<file path="src/rtl/note_mix_pipeline_pkg.sv">
// Shared helpers for the pipelined voice mixer: sizing, popcount and output clamping.
package note_mix_pipeline_pkg;

  localparam int unsigned MAX_W = 64;

  function automatic int unsigned clog2(input int unsigned v);
    int unsigned r;
    r = 0;
    for (int unsigned i = 0; i < 32; i++) begin
      if ((32'd1 << i) < v) r = i + 1;
    end
    return r;
  endfunction

  function automatic logic [6:0] popcount(input logic [MAX_W-1:0] v);
    logic [6:0] c;
    c = '0;
    for (int i = 0; i < MAX_W; i++) c = c + 7'(v[i]);
    return c;
  endfunction

  // Clamp a sign-extended sum into an nbo-bit signed or unsigned range.
  function automatic logic signed [MAX_W-1:0] saturate(input logic signed [MAX_W-1:0] v,
                                                        input int unsigned nbo,
                                                        input logic is_signed);
    logic signed [MAX_W-1:0] hi;
    logic signed [MAX_W-1:0] lo;
    if (is_signed) begin
      hi = (64'sd1 <<< (nbo - 1)) - 64'sd1;
      lo = -(64'sd1 <<< (nbo - 1));
    end else begin
      hi = (64'sd1 <<< nbo) - 64'sd1;
      lo = 64'sd0;
    end
    if (v > hi) return hi;
    if (v < lo) return lo;
    return v;
  endfunction

endpackage

</file>
<file path="src/rtl/note_mix_pipeline_add_tree_stage.sv">
// One registered level of the mixer adder tree: N_IN words in, N_IN/2 pairwise sums out.
module note_mix_pipeline_add_tree_stage #(
  parameter int unsigned N_IN = 2,
  parameter int unsigned W    = 8
) (
  input  logic                  clk,
  input  logic                  rst,
  input  logic                  in_valid,
  input  logic [N_IN*W-1:0]     in_data,
  output logic                  out_valid,
  output logic [(N_IN/2)*W-1:0] out_data
);

  localparam int unsigned N_OUT = N_IN / 2;

  logic [N_OUT*W-1:0] sum_d, sum_q;
  logic               valid_d, valid_q;

  always_comb begin
    sum_d   = '0;
    valid_d = in_valid;
    for (int i = 0; i < N_OUT; i++) begin
      sum_d[i*W +: W] = in_data[(2*i)*W +: W] + in_data[(2*i+1)*W +: W];
    end
  end

  always_ff @(posedge clk or negedge rst) begin
    if (!rst) begin
      sum_q   <= '0;
      valid_q <= 1'b0;
    end else begin
      sum_q   <= sum_d;
      valid_q <= valid_d;
    end
  end

  assign out_data  = sum_q;
  assign out_valid = valid_q;

endmodule

</file>
<file path="src/rtl/note_mix_pipeline.sv">
// Pipelined voice mixer: tick-sampled capture, registered adder tree, shift/saturate,
// and a valid/ready output register with a sticky overrun flag.
module note_mix_pipeline
  import note_mix_pipeline_pkg::*;
#(
  parameter int unsigned NUM_CHANNELS = 16,
  parameter int unsigned NUM_BITS_IN  = 18,
  parameter int unsigned NUM_BITS_OUT = 24,
  parameter int unsigned SIGNED_IN    = 1,
  parameter int unsigned SHIFT_BITS   = 3
) (
  input  logic                                clk,
  input  logic                                rst,
  input  logic                                sample_tick,
  input  logic [NUM_CHANNELS*NUM_BITS_IN-1:0] notes_in,
  input  logic [NUM_CHANNELS-1:0]             chan_en,
  input  logic [SHIFT_BITS-1:0]               gain_shift,
  input  logic                                out_ready,
  input  logic                                clear_ovr,
  output logic [NUM_BITS_OUT-1:0]             note_out,
  output logic                                out_valid,
  output logic [clog2(NUM_CHANNELS):0]        active_cnt,
  output logic                                overrun
);

  localparam int unsigned L  = clog2(NUM_CHANNELS);
  localparam int unsigned SW = NUM_BITS_IN + L + 1;
  localparam int unsigned CW = L + 1;

  logic [NUM_CHANNELS*SW-1:0]     cap_d, cap_q;
  logic                           cap_vld_d, cap_vld_q;
  logic [CW-1:0]                  act_d, act_q;
  logic [NUM_CHANNELS-1:0]        nz;
  logic [NUM_BITS_IN-1:0]         word;
  logic [SW-1:0]                  ext;
  logic [(2*NUM_CHANNELS-1)*SW-1:0] tree_data;
  logic [L:0]                     tree_vld;
  logic signed [SW-1:0]           shifted;
  logic signed [MAX_W-1:0]        wide;
  logic [NUM_BITS_OUT-1:0]        scl_d, scl_q;
  logic                           scl_vld_d, scl_vld_q;
  logic [NUM_BITS_OUT-1:0]        note_d, note_q;
  logic                           out_vld_d, out_vld_q;
  logic                           ovr_d, ovr_q;

  // Capture: masked, width-extended channel words and the active-voice count.
  always_comb begin
    cap_d     = cap_q;
    cap_vld_d = sample_tick;
    act_d     = act_q;
    nz        = '0;
    word      = '0;
    ext       = '0;
    for (int j = 0; j < NUM_CHANNELS; j++) begin
      word  = notes_in[j*NUM_BITS_IN +: NUM_BITS_IN];
      ext   = (SIGNED_IN != 0) ? {{(SW-NUM_BITS_IN){word[NUM_BITS_IN-1]}}, word}
                               : {{(SW-NUM_BITS_IN){1'b0}}, word};
      nz[j] = chan_en[j] && (word != '0);
      if (sample_tick) cap_d[j*SW +: SW] = chan_en[j] ? ext : '0;
    end
    if (sample_tick) act_d = CW'(popcount(MAX_W'(nz)));
  end

  // Tree levels packed into one vector: level k starts at node 2N - 2*(N>>k).
  assign tree_data[NUM_CHANNELS*SW-1:0] = cap_q;
  assign tree_vld[0]                    = cap_vld_q;

  for (genvar k = 0; k < L; k++) begin : g_tree
    localparam int unsigned N_IN    = NUM_CHANNELS >> k;
    localparam int unsigned OFF_IN  = 2*NUM_CHANNELS - 2*N_IN;
    localparam int unsigned OFF_OUT = OFF_IN + N_IN;
    note_mix_pipeline_add_tree_stage #(.N_IN(N_IN), .W(SW)) u_stage (
      .clk       (clk),
      .rst       (rst),
      .in_valid  (tree_vld[k]),
      .in_data   (tree_data[OFF_IN*SW +: N_IN*SW]),
      .out_valid (tree_vld[k+1]),
      .out_data  (tree_data[OFF_OUT*SW +: (N_IN/2)*SW])
    );
  end

  // Scale and clamp the root sum; gain_shift is taken live at this stage.
  always_comb begin
    shifted   = $signed(tree_data[(2*NUM_CHANNELS-2)*SW +: SW]) >>> gain_shift;
    wide      = {{(MAX_W-SW){shifted[SW-1]}}, shifted};
    scl_d     = NUM_BITS_OUT'(saturate(wide, NUM_BITS_OUT, SIGNED_IN != 0));
    scl_vld_d = tree_vld[L];
  end

  // Output handshake: a held, unaccepted sample wins over a newly arriving one.
  always_comb begin
    note_d    = note_q;
    out_vld_d = out_vld_q;
    ovr_d     = ovr_q;
    if (clear_ovr) ovr_d = 1'b0;
    if (scl_vld_q) begin
      if (out_vld_q && !out_ready) begin
        ovr_d = 1'b1;
      end else begin
        note_d    = scl_q;
        out_vld_d = 1'b1;
      end
    end else if (out_vld_q && out_ready) begin
      out_vld_d = 1'b0;
    end
  end

  always_ff @(posedge clk or negedge rst) begin
    if (!rst) begin
      cap_q     <= '0;
      cap_vld_q <= 1'b0;
      act_q     <= '0;
      scl_q     <= '0;
      scl_vld_q <= 1'b0;
      note_q    <= '0;
      out_vld_q <= 1'b0;
      ovr_q     <= 1'b0;
    end else begin
      cap_q     <= cap_d;
      cap_vld_q <= cap_vld_d;
      act_q     <= act_d;
      scl_q     <= scl_d;
      scl_vld_q <= scl_vld_d;
      note_q    <= note_d;
      out_vld_q <= out_vld_d;
      ovr_q     <= ovr_d;
    end
  end

  assign note_out   = note_q;
  assign out_valid  = out_vld_q;
  assign active_cnt = act_q;
  assign overrun    = ovr_q;

endmodule

</file>
<file path="config.mk">
export PLATFORM = sky130hd
export DESIGN_NAME = note_mix_pipeline
export DESIGN_NICKNAME = d
export VERILOG_FILES = /design/src/rtl/note_mix_pipeline_pkg.sv /design/src/rtl/note_mix_pipeline_add_tree_stage.sv /design/src/rtl/note_mix_pipeline.sv
export SDC_FILE = /design/constraint.sdc
export NUM_CORES = 2
export LEC_CHECK = 0
export BUFFER_PORTS_ARGS = -buffer_cell sky130_fd_sc_hd__buf_4
export CORE_UTILIZATION = 63
export CTS_BUF_LIST = sky130_fd_sc_hd__clkbuf_4
export CTS_CLUSTER_SIZE = 25
export DETAILED_ROUTE_END_ITERATION = 16
export GPL_TIMING_DRIVEN = 0
export PLACE_DENSITY_LB_ADDON = 0.2
export SYNTH_ARGS = -nofsm -noshare
export SYNTH_HDL_FRONTEND = slang
export SYNTH_HIERARCHICAL = 1
export SYNTH_SLANG_ARGS = --single-unit
</file>
<file path="constraint.sdc">
create_clock -name clk -period 3.2 [get_ports clk]
set_clock_uncertainty 0.1 [all_clocks]
set_input_delay 0.48 -clock clk [delete_from_list [all_inputs] [get_ports clk]]
set_output_delay 0.48 -clock clk [all_outputs]
set_load 0.01 [all_outputs]
</file>
======== Yosys cells after proc, flatten, opt, wreduce, memory -nomap -nowiden ========
Index checks and enable logic that the tools add are counted.
cells by class
  equality and inequality tests ........... 1
  bitwise logic cells ..................... 1
  order comparisons ....................... 2
  mux-type cells .......................... 29
  $mul .................................... 0
  shift-type cells ........................ 1
  reductions and logical operators ........ 38
  divide/modulo/power cells ............... 0
  add/sub/neg operators ................... 30
operators by type and width
  operator                count
  $mux W23                16
  $add A23 B23 Y23        15
  $reduce_bool A18 Y1     16
  $mux W24                4
  $add A5 B1 Y5           11
  $gt A23 B24 Y1 const B  1
  $lt A23 B24 Y1 const B  1
  $sshr A23 B3 Y23        1
  $logic_and A1 B1 Y1     18
  $mux W1                 9
  $add A4 B1 Y5           1
  $add A3 B1 Y4           1
  $reduce_and A2 Y1       2
  $add A2 B1 Y3           1
  $add A1 B1 Y2           1
  $ne A2 B2 Y1 const B    1
  $reduce_bool A2 Y1      1
  $logic_not A1 Y1        1
  $not A1 Y1              1
storage, ports and cells
  input port bits ......................... 312
  register bits ........................... 774
  memories kept ........................... 0
  logic and storage cells ................. 118
  output and inout bits ................... 31
  ROM bits ................................ 0
  latch bits .............................. 0
  bits in writable memories ............... 0

======== Longest topological paths before layout ========
  depth after elaboration ................. 17
  depth in mapped cells ................... 14
  gate-level depth less buffers ........... 14

======== Cells and area by module ========
Netlist, hierarchy kept.
by module, submodules not included
  module                                                 times used  cells each  area an instance (um2)
  note_mix_pipeline                                      1           1,555       15,197.1
  note_mix_pipeline_add_tree_stage at g_tree[0].u_stage  1           1,420       13,400.4
  note_mix_pipeline_add_tree_stage at g_tree[1].u_stage  1           715         6,740.2
  note_mix_pipeline_add_tree_stage at g_tree[2].u_stage  1           336         3,289.4
  note_mix_pipeline_add_tree_stage at g_tree[3].u_stage  1           190         1,774.2

======== Least setup slack after synthesis ========
Ideal clock, no wire load.
  path kind ............................... in2reg
  start ................................... input port notes_in[16]
  end ..................................... register act_q[3] (netlist: active_cnt[3])
  setup time .............................. 0.069 ns
  required time ........................... 3.031 ns
  data arrival time ....................... 4.462 ns
  path buffers ............................ 0
  stages on the path ...................... 12
  slack ................................... -1.431 ns
  cell sequence ........................... or4_1 > o41a_1 > fa_1 > fa_1 > fa_1 > inv_1 > fa_1 > inv_1 > ha_1 > a21oi_1 > or4b_2 > nand3_1
on the way
  longest elaborated chain between the ends .. 17
ends and longest elaborated chain
  element                      line                         text
  from (decl)                  note_mix_pipeline.sv:15      input logic [NUM_CHANNELS*NUM_BITS_IN-1:0] notes_in,
  $reduce_bool A18 Y1          note_mix_pipeline.sv:58      nz[j] = chan_en[j] && (word != '0);
  $logic_and A1 B1 Y1          note_mix_pipeline.sv:58
  $add A1 B1 Y2                note_mix_pipeline_pkg.sv:18  for (int i = 0; i < MAX_W; i++) c = c + 7'(v[i]);
  $add A2 B1 Y3                note_mix_pipeline_pkg.sv:18
  $add A3 B1 Y4                note_mix_pipeline_pkg.sv:18
  $add A4 B1 Y5                note_mix_pipeline_pkg.sv:18
  $add A5 B1 Y5 (11 in a row)  note_mix_pipeline_pkg.sv:18
  to (signal assigned)         note_mix_pipeline.sv:121     act_q <= act_d;
  to (decl)                    note_mix_pipeline.sv:32      logic [CW-1:0] act_d, act_q;
Every way passes these cells.
A chain may end at the register's enable or synchronous reset.

======== Final worst setup path ========
  start ................................... input port notes_in[3]
  end ..................................... register act_q[2] (netlist: active_cnt[2])
Same word-level chain as after synthesis.

==> summary.txt <==
Outcome
  – Status: finished with violations
  – Failing checks: negative setup slack

Floorplan
  – Chip height: about 260 µm
  – I/O Pins: 343
  – Core area: 63200 µm²
  – Placement Rows: 92
  – Initial Utilization: 63.9%
  – Die X: 255 µm
  – Die Footprint: 65100 µm²

Cells and area
  – Most frequent cells in the layout: dfrtp_1 (693), dlygate4sd3_1 (551), inv_1 (430), o21ai_0 (425), nand3_1 (362)
  – Post-layout util: between 80% and 90%
  – Commonest non-fill, non-tap cell in the layout: dfrtp_1
  – Layout cell share with drive strength beyond 1: 14.9%
  – Nets: a little under 6000
  – Fillers: roughly 3400
  – Non-filler cells, final: 6275
  – Area Overhead vs Synth: 29.8%

Yosys
  – Synth area leaders: dfrtp_1 (43%), ha_1 (10%), o21ai_0 (5.3%)
  – Mapped Avg Cell Area: 9.58 µm²
  – FF+latch count, synth: 694
  – Top FF cell, synth: dfrtp_1
  – Seq/Total Area, Yosys: 43.0%
  – Yosys cell types: 91
  – Asr flop ratio synth: 100%
  – Synth area leader: dfrtp_1
  – Yosys warnings: 6
  – Syn_nets: between 4000 and 5000
  – Share of the synthesized area in the top cell type: a little over two fifths
  – Number of synthesized flops with an enable pin: 0
  – Post-Syn Instances: 4216
  – Cell Area, Synth: 40400 µm²

Pwr
  – Total power draw: 37.4 mW
  – Power Density: 714 nW/µm²
  – Max IR drop VDD: 0.593 mV
  – Leak Pwr: between 20 and 25 nW

Placed design
  – Placed Cells: 5392
  – HPWL Detailed: a little over 80000 µm
  – Pre-CTS WS: -2.20 ns
  – Final GP Congestion: 0.936
  – Number of port buffers: 324

CTS
  – H-tree levels: 4
  – Clock Latency Late Sink: 1.16 ns
  – Sink Count: 694
  – Inserted Clock Buffers: 180
  – Clock Tree Root: clkbuf_4
  – CTS max path bufs: 3
  – Clock slew at reported path FFs: 0.08 ns
  – CTS tree: built

GRT
  – Overall routing resource usage: a little over two fifths
  – Largest net degree at the start of global routing: 130
  – Global route overflow: 0
  – First-pass GRT wire length: 212000 µm
  – Vias in the first global route: between 30000 and 40000
  – Initial antenna violation count: 13

Timing
  – Final Max Slew Viols: 0
  – Count of final hold-check violations: 0
  – Period utilisation layout: 139%
  – Final setup margin: -1.26 ns
  – Final setup viols: 6
  – Slew HR: 27.2%
  – F_max: 224 MHz
  – Unrepaired setup endpoints after global routing: yes
  – Min cycle time layout: 4.46 ns
  – Slew of the pin with the lowest slew margin: between 1 and 1.5 ns

Drt
  – Pre-Repair DR Iteration Count: 10
  – Via Count: 40000
  – Antenna-violating nets left: 0
  – Vias per cell: 6.38
  – Routed length per instance: 22.8 µm
  – DRT Wirelength: ~140000 µm
  – Initial DRC Count: 4625
  – DRC viols: 0

Worst setup path
  – CP most frequent cell: fa_2
  – Critical path launch point type: input pin
  – Critical Path End Type: flip-flop
  – Crit Path Class: in2reg
  – Crit Path Max Fanout: 2
  – Critical Path RT: 4.07 ns
  – Worst reg-to-reg path cell count: 11
  – Worst path slowest cell: fa_2
  – Max stage delay on crit path: 0.79 ns
  – Crit path DAT: 5.32 ns
  – Crit path cell chain: buf_4 > nor4_2 > nand3_1 > o41a_1 > fa_2 > fa_2 > fa_1 > fa_1 > ha_4 > inv_2 > fa_2 > xnor2_2 > mux2_4

Run
  – Maxcap violations: 0

Min path
  – Worst hold path type: in2reg
  – Hold depth: 4
[per-layer routing]
| layer | up-vias | wire, µm | GRT usage [%] |
|---|---|---|---|
| met4 | 14 | 13200 | 33.0 |
| li1 | 17200 | - | - |
| met1 | 18900 | 50300 | 47.8 |
| met3 | 1057 | 14200 | 13.3 |
| met5 | - | 189 | 0 |
| met2 | 2843 | 65200 | 68.0 |
[cells in the mapped netlist (27+ instances only)]
cell	number
dfrtp_1	694
inv_1	432
o21ai_0	428
nand3_1	364
ha_1	335
a21oi_1	282
xnor2_1	193
nor2_1	173
nand2_1	163
a21o_1	141
xor2_1	101
clkbuf_1	100
nor4_1	54
nor2b_1	50
nor3_1	48
mux2_2	42
nand2b_1	40
a31oi_1	38
buf_2	38
o21a_1	37
o21bai_1	33
a211oi_1	30
and3_1	27
mux2i_1	27
o211ai_1	27
[kinds of logic after synthesis]
logic type | after synthesis | share of synthesized area, %
adders and majority gates | 360 | 11.6
muxes | 81 | 2.46
buffers and inverters | 576 | 5.55
xor gates and xnor gates | 294 | 6.37
and+or+nand+nor | 1030 | 12.8
DFF | 694 | 43.0
AOI/OAI and AO/OA | 1181 | 18.2
[final timing paths]
| path | from | end | slack [ns] |
|---|---|---|---|
| worst max-delay path | notes_in[3] | active_cnt[2] | -1.26 |
| worst min-delay path | chan_en[13] | cap_q[314] | 0.07 |
| worst max register to register | cap_q[207] | g_tree[0].u_stage/out_data[110] | 0 |
| worst min register to register | g_tree[0].u_stage/out_valid | g_tree[1].u_stage/out_valid | 0.25 |
| max in group asynchronous | rst | cap_q[206] | 0.49 |
| min in group asynchronous | rst | cap_q[47] | 0.49 |
[metrics by stage]
step                      instance area (µm²)  hold WS [ns]   TNS, ns
after floorplan                         40400        0.0844     -5.59
after global placement                  43900         0.236  -4008.60
after detailed placement                44100         0.239    -10.14
after CTS                               52200       0.00134     -2.22
after global routing                    52400        0.0923     -5.51
final                                   52500        0.0673     -5.55
[sequential cells by signal, summed over array words and instances (netlist names), 4 cells and up]
signal and cells:
active_cnt 5, cap_q 288, g_tree.u_stage/out_data 345, g_tree.u_stage/out_valid 4
note_out 24, scl_q 24
[cell type report]
cell class                 count  area, µm²  share of cell area, %
multi-input combinational   2946      21100                   40.3
tap                          846       1060                   2.02
buffer                       144        629                   1.20
sequential                   694      17400                   33.1
inverter                     432       1620                   3.09
clock inverter                71        533                   1.02
timing repair buffer         886       8220                   15.7
antenna                        9       22.5                 0.0429
clock buffer                 247       1850                   3.54
[repair_timing]
| action | in CTS | in global routing |
|---|---|---|
| hold buffers | 552 | 0 |
| resized for setup | 32 | 50 |
| pin swaps | 12 | 8 |
| gates cloned | 0 | 0 |
| endpoints found under the hold margin | 601 | 0 |
| setup endpoints to repair | 6 | 18 |
| buffers inserted | 2 | 2 |
[worst max-delay path, delay by kind of cell]
family	cells	cell delay, ns
AOI/OAI and AO/OA	1	0.64
xor gates and xnor gates	1	0.14
adders and majority gates	6	2.96
buffers and inverters	2	0.16
muxes	1	0.27
and+or+nand+nor	2	0.65
[power by group]
group          switching [mW]  internal (mW)
sequential               1.42           11.1
clock                    4.16           4.31
combinational            9.25           7.15
(Power assumes the default switching activity.)
